### src/rtl/div_iter_pkg.sv
// rtl/div_iter_pkg.sv - shared ALU types: divider state codes, flag bundle, two's-complement helpers
package div_iter_pkg;

    // Divider FSM state codes
    typedef logic [1:0] state_t;
    localparam state_t ST_IDLE = 2'd0;
    localparam state_t ST_RUN  = 2'd1;
    localparam state_t ST_FIN  = 2'd2;

    // Condition flags reported with every result
    typedef struct packed {
        logic z;
        logic n;
        logic c;
        logic v;
    } flags_t;

    // Widest operand the helpers below support
    localparam int MAX_W = 64;

    // Magnitude of a sign-extended value; the most negative value maps onto
    // itself, which is the correct unsigned magnitude once truncated
    function automatic logic [MAX_W-1:0] twos_abs(input logic [MAX_W-1:0] x);
        return x[MAX_W-1] ? (~x + MAX_W'(1)) : x;
    endfunction

endpackage

### src/rtl/div_iter_core.sv
// rtl/div_iter_core.sv - unsigned restoring divider datapath, one quotient bit per step (DIV_ITER_REM_EN exposes the remainder)
module div_iter_core
    import div_iter_pkg::*;
#(
    parameter int WIDTH = 16
) (
    input  logic             clk,
    input  logic             rst,
    input  logic             load,
    input  logic             step,
    input  logic [WIDTH-1:0] dividend,
    input  logic [WIDTH-1:0] divisor,
    output logic             last_step,
`ifdef DIV_ITER_REM_EN
    output logic [WIDTH-1:0] remainder,
`endif
    output logic [WIDTH-1:0] quotient
);

    localparam int CW = $clog2(WIDTH);

    logic [WIDTH-1:0] rem;
    logic [WIDTH-1:0] quo;
    logic [WIDTH-1:0] dvs;
    logic [CW-1:0]    cnt;

    logic [WIDTH:0]   shifted;
    logic             fits;
    logic [WIDTH-1:0] diff;

    // Trial subtraction of the shifted partial remainder; the difference is
    // always smaller than the divisor when it fits, so WIDTH bits suffice
    always_comb begin
        shifted = {rem, quo[WIDTH-1]};
        fits    = shifted >= {1'b0, dvs};
        diff    = shifted[WIDTH-1:0] - dvs;
    end

    // Partial remainder / dividend shift register and step counter
    always_ff @(posedge clk or posedge rst) begin
        if (rst) begin
            rem <= '0;
            quo <= '0;
            dvs <= '0;
            cnt <= '0;
        end else if (load) begin
            rem <= '0;
            quo <= dividend;
            dvs <= divisor;
            cnt <= CW'(WIDTH - 1);
        end else if (step) begin
            rem <= fits ? diff : shifted[WIDTH-1:0];
            quo <= {quo[WIDTH-2:0], fits};
            cnt <= cnt - CW'(1);
        end
    end

    assign last_step = (cnt == '0);
    assign quotient  = quo;
`ifdef DIV_ITER_REM_EN
    assign remainder = rem;
`endif

endmodule

### src/rtl/div_iter.sv
// rtl/div_iter.sv - sequential signed/unsigned divider with flags and start/busy/done handshake (DIV_ITER_REM_EN enables remainder)
module div_iter
    import div_iter_pkg::*;
#(
    parameter int WIDTH = 16
) (
    input  logic             clk,
    input  logic             rst,
    input  logic             start,
    input  logic             signed_mode,
    input  logic [WIDTH-1:0] a,
    input  logic [WIDTH-1:0] b,
    output logic             busy,
    output logic             done,
    output logic [WIDTH-1:0] quotient,
    output logic [WIDTH-1:0] remainder,
    output logic             dz,
    output logic             Z,
    output logic             N,
    output logic             C,
    output logic             V
);

    state_t           state;
    logic             neg_q;
    logic             dz_q;
    logic             ovf_q;
    logic             accept;
    logic             b_zero;
    logic [WIDTH-1:0] abs_a;
    logic [WIDTH-1:0] abs_b;
    logic [WIDTH-1:0] core_quo;
    logic [WIDTH-1:0] q_fix;
    logic [WIDTH-1:0] r_fix;
    logic             core_last;
    flags_t           flags;
`ifdef DIV_ITER_REM_EN
    logic             neg_r;
    logic [WIDTH-1:0] a_q;
    logic [WIDTH-1:0] core_rem;
`endif

    function automatic logic [WIDTH-1:0] abs_w(input logic [WIDTH-1:0] x);
        logic [MAX_W-1:0] m;
        m = twos_abs({{(MAX_W-WIDTH){x[WIDTH-1]}}, x});
        return m[WIDTH-1:0];
    endfunction

    // Operand magnitudes and request acceptance
    always_comb begin
        accept = (state == ST_IDLE) && start;
        b_zero = (b == '0);
        abs_a  = signed_mode ? abs_w(a) : a;
        abs_b  = signed_mode ? abs_w(b) : b;
    end

    div_iter_core #(.WIDTH(WIDTH)) u_core (
        .clk       (clk),
        .rst       (rst),
        .load      (accept && !b_zero),
        .step      (state == ST_RUN),
        .dividend  (abs_a),
        .divisor   (abs_b),
        .last_step (core_last),
`ifdef DIV_ITER_REM_EN
        .remainder (core_rem),
`endif
        .quotient  (core_quo)
    );

    // Sign correction of the unsigned result
    always_comb begin
        q_fix = neg_q ? (~core_quo + WIDTH'(1)) : core_quo;
`ifdef DIV_ITER_REM_EN
        r_fix = neg_r ? (~core_rem + WIDTH'(1)) : core_rem;
`else
        r_fix = '0;
`endif
        flags.z = (q_fix == '0);
        flags.n = q_fix[WIDTH-1];
        flags.c = (r_fix != '0);
        flags.v = ovf_q;
    end

    // Control FSM and capture of per-request attributes
    always_ff @(posedge clk or posedge rst) begin
        if (rst) begin
            state <= ST_IDLE;
            neg_q <= 1'b0;
            dz_q  <= 1'b0;
            ovf_q <= 1'b0;
`ifdef DIV_ITER_REM_EN
            neg_r <= 1'b0;
            a_q   <= '0;
`endif
        end else begin
            case (state)
                ST_IDLE: begin
                    if (start) begin
                        neg_q <= signed_mode && (a[WIDTH-1] ^ b[WIDTH-1]);
                        dz_q  <= b_zero;
                        ovf_q <= signed_mode && (a == {1'b1, {(WIDTH-1){1'b0}}}) && (b == '1);
`ifdef DIV_ITER_REM_EN
                        neg_r <= signed_mode && a[WIDTH-1];
                        a_q   <= a;
`endif
                        state <= b_zero ? ST_FIN : ST_RUN;
                    end
                end
                ST_RUN: begin
                    if (core_last) state <= ST_FIN;
                end
                ST_FIN:  state <= ST_IDLE;
                default: state <= ST_IDLE;
            endcase
        end
    end

    // Result and flag registers, updated only on the done edge
    always_ff @(posedge clk or posedge rst) begin
        if (rst) begin
            done      <= 1'b0;
            quotient  <= '0;
            remainder <= '0;
            dz        <= 1'b0;
            Z         <= 1'b0;
            N         <= 1'b0;
            C         <= 1'b0;
            V         <= 1'b0;
        end else begin
            done <= (state == ST_FIN);
            if (state == ST_FIN) begin
                if (dz_q) begin
                    quotient  <= '0;
`ifdef DIV_ITER_REM_EN
                    remainder <= a_q;
`else
                    remainder <= '0;
`endif
                    dz <= 1'b1;
                    Z  <= 1'b0;
                    N  <= 1'b0;
                    C  <= 1'b0;
                    V  <= 1'b1;
                end else begin
                    quotient  <= q_fix;
                    remainder <= r_fix;
                    dz <= 1'b0;
                    Z  <= flags.z;
                    N  <= flags.n;
                    C  <= flags.c;
                    V  <= flags.v;
                end
            end
        end
    end

    assign busy = (state != ST_IDLE);

endmodule

### config.mk
export PLATFORM = sky130hd
export DESIGN_NAME = div_iter
export DESIGN_NICKNAME = d
export VERILOG_FILES = /design/src/rtl/div_iter_pkg.sv /design/src/rtl/div_iter_core.sv /design/src/rtl/div_iter.sv
export SDC_FILE = /design/constraint.sdc
export NUM_CORES = 1
export LEC_CHECK = 0
export CORE_ASPECT_RATIO = 1.5
export CORE_MARGIN = 1.5
export CORE_UTILIZATION = 40
export CTS_CLUSTER_SIZE = 20
export DETAILED_ROUTE_END_ITERATION = 10
export SKIP_CTS_REPAIR_TIMING = 1
export SLEW_MARGIN = 40
export SYNTH_ARGS = -nofsm -noshare
export SYNTH_HDL_FRONTEND = slang
export SYNTH_SLANG_ARGS = --single-unit
### constraint.sdc
create_clock -name clk -period 3.3 [get_ports clk]
set_input_delay 0.66 -clock clk [delete_from_list [all_inputs] [get_ports clk]]
set_output_delay 0.66 -clock clk [all_outputs]
set_load 0.005 [all_outputs]
==> reports/qor.txt <==
Clk Latency, worst-skew pair = 330 ps
Area grow syn2layout = 18.0%
CTS tree = done
Largest net degree at the start of global routing = 54
Cell Chain, Critical Path = ha_1, a21o_1, a22oi_1, o221ai_1, o31a_1, nor2_1, o211ai_1
DR WL/cell = 16.5 um
Register area share after synthesis = 35.2%
Detailed Place HPWL = 11000 um
Hold WC Path Type = reg2reg
Yosys top cell by area = dfrtp_1
Syn Area/Cell = 8.59 um2
R2R Setup Slk = 470 ps
Vias in the first global route = 4846
Synth warn = 0
Hold Path Origin = V$_DFFE_PP0P_
Cell variety after synth = 68
Port Buf Inserts = 57
Synth Register Bits = 77
Total GRT Usage = 20.3%
Crit Path Max Fanout = 7
Clk slew on worst S/H paths = 60 ps
Worst-Margin Slew = 760 ps
Final Cycle Share = 85.8%
Top cell type's share of synthesized area = 35.2%
Starting Density = 40.7%
Global-route wire length before repair = 23400 um
DRC violations left = 8
IO Pins = 75
Mapped Area = 5480 um2
Tot Pwr = 6.52 mW
Routed wire length = 14000 um
Critical R2R Launch = u_core.rem[7]$_DFFE_PP0P_
Peak Freq = 353 MHz
P_leak = 2.71 nW
Hold Path End = V$_DFFE_PP0P_
Drt via density = 5.64
Failing checks = design-rule violations
Placer congestion estimate = 0.904
Post-Place Cells = 835
Startpoint type of the worst setup path = flip-flop
Hold Path Depth = 2
Die X = 98.6 um
Synth Instances = 638
Nets@finish = 742
FF-to-FF path depth = 7
R2r endpoint = u_core.rem[0]$_DFFE_PP0P_
Worst Path Required = 3490 ps
Setup TNS = 0 ps
Worst Skew = 6.56 ps
Max_cap viols = 0
CP max stage cell = o31a_1
Non-filler instance count after layout = 851
Pre-antenna DRT Iters = 8
DRT iter0 DRCs = 198
Initial antenna violation count = 0
WS Path Type = reg2reg
Die area = 14400 um2
Fillers = 1324
Post-synth ARST share = 100%
Core Rows = 52
Post-DRT Antenna Nets = 0
Outcome = complete, but fails checks
Layout cells sized above 1 = 7.98%
Clock Path Buffers = 2
CTS sink cnt = 77
CTS Buf Count = 9
Largest stage delay, worst path = 470 ps
Htree depth = 3
Fin. Hold Viols = 0
Setup Viol. Count Final = 0
Grt ovf = 0
Synth top area cells = dfrtp_1 35%, nand2_1 5.7%, ha_1 4.8%, xor2_1 4.8%, o21ai_0 4.3%
Crit path arrival time = 3020 ps
IR drop worst, VDD = 0.314 mV
Pwr/cell area = 1010 nW/um2
RSZ-0062 raised after global routing = no
Prevailing post-synth register cell = dfrtp_1
Core area = 13500 um2
Relative slew slack = 49.3%
Die Ht = 146 um
Root buffer cell = clkbuf_16
Number of synthesized flops with an enable pin = 0
Slew Limit Fails = 0
Via count = 4802
Min Clock Period, post-route = 2830 ps
Worst setup EP type = flip-flop
ANT cells = 0
[layout by cell type, fill, tap and decap left out, drive strengths merged, types with 5 or more instances in the layout]
cell	count
nor2	40
nand4	12
nand2b	9
nor3b	7
a221o	9
o31ai	16
clkdlybuf4s50	57
dfrtp	77
and3	12
a21o	9
or3	7
clkbuf	10
buf	12
o221ai	5
conb	17
o21ai	50
o41ai	8
nor2b	8
inv	33
xnor2	24
or4	5
nand2	83
nand3	15
a211oi	5
ha	21
o211ai	13
xor2	30
nor3	9
a21oi	29
[final cells by class]
class                      instances  area, um2  share of cell area, %
tap                              162        203                   3.13
inverter                          33        124                   1.92
clock buffer                      10        239                   3.70
timing repair buffer              69        698                   10.8
multi-input combinational        494       3210                   49.7
clock inverter                     6       62.6                  0.967
sequential                        77       1930                   29.8
[cell usage after synthesis (all sizes together) (5+ instances only)]
cell type and n:
or4 5, and3 12, a21o 9, nor2b 8
ha 21, xor2 30, o41ai 8, nand2 83
nor3b 7, o221ai 5, dfrtp 77, nor3 9
o31ai 16, inv 33, or3 7, a221o 9
o211ai 13, a21oi 29, nand3 15, nand2b 9
nand4 12, o21ai 50, nor2 40, clkbuf 21
a211oi 5, xnor2 24, buf 29
[flip-flops by register name, indices dropped and copies added (netlist names)]
| signal | cells |
|---|---|
| u_core.dvs | 16 |
| Z | 1 |
| dz_q | 1 |
| dz | 1 |
| neg_q | 1 |
| u_core.cnt | 4 |
| V | 1 |
| quotient | 16 |
| done | 1 |
| state | 2 |
| ovf_q | 1 |
| u_core.rem | 16 |
| u_core.quotient | 16 |
[worst max path at each step]
stage                              start                         endpoint  slack (ps)  cells past startpoint
6_report       u_core.rem[7]$_DFFE_PP0P_        u_core.rem[0]$_DFFE_PP0P_         470                      7
5_1_grt        u_core.rem[7]$_DFFE_PP0P_        u_core.rem[0]$_DFFE_PP0P_         330                      7
4_1_cts        u_core.dvs[1]$_DFFE_PP0P_        u_core.rem[0]$_DFFE_PP0P_         500                      8
3_5_place_dp                        b[2]       u_core.dvs[13]$_DFFE_PP0P_         230                      7
3_3_place_gp                        a[5]  u_core.quotient[13]$_DFFE_PP0P_         240                      7
2_1_floorplan                        rst                    V$_DFFE_PP0P_         670                      1
[power breakdown]
| group | switching, mW | total (mW) | internal (mW) |
|---|---|---|---|
| Sequential | 0.451 | 1.83 | 1.38 |
| Clock | 0.395 | 0.998 | 0.603 |
| Combinational | 2.02 | 3.70 | 1.68 |
| Total | 2.87 | 6.52 | 3.66 |
[metrics by stage]
step,cell area [um2],worst slack (ps),hold slack [ps],util (%)
global route,6470,328,507,48.0
global placement,6160,244,462,45.7
floorplan,5540,673,443,-
detailed placement,6160,231,460,45.7
finish,6470,469,470,48.0
CTS,6460,502,474,48.0
[worst max-delay path, delay by kind of cell (launching register included)]
kind            cells  cell delay, ps
compound gates      5            1440
simple gates        1             470
flops               1             400
fa+ha+maj           1             370
[per-layer routing]
layer	track usage, %	share of wire, %	vias to the layer above
met5	0	0	-
met4	11.1	4.2	0
met3	2.30	3.3	34
met2	38.8	55	129
met1	21.4	38	2294
li1	-	-	2345
[cell families after synthesis]
family	Yosys count	synth area share, %
and+or+nand+nor	226	21.3
muxes	3	0.594
DFF	77	35.2
buffers and inverters	83	7.42
xor gates and xnor gates	54	8.63
AOI/OAI and AO/OA	172	21.7
adders and majority gates	22	5.16
other	1	0.0684
(Power assumes the default switching activity.)
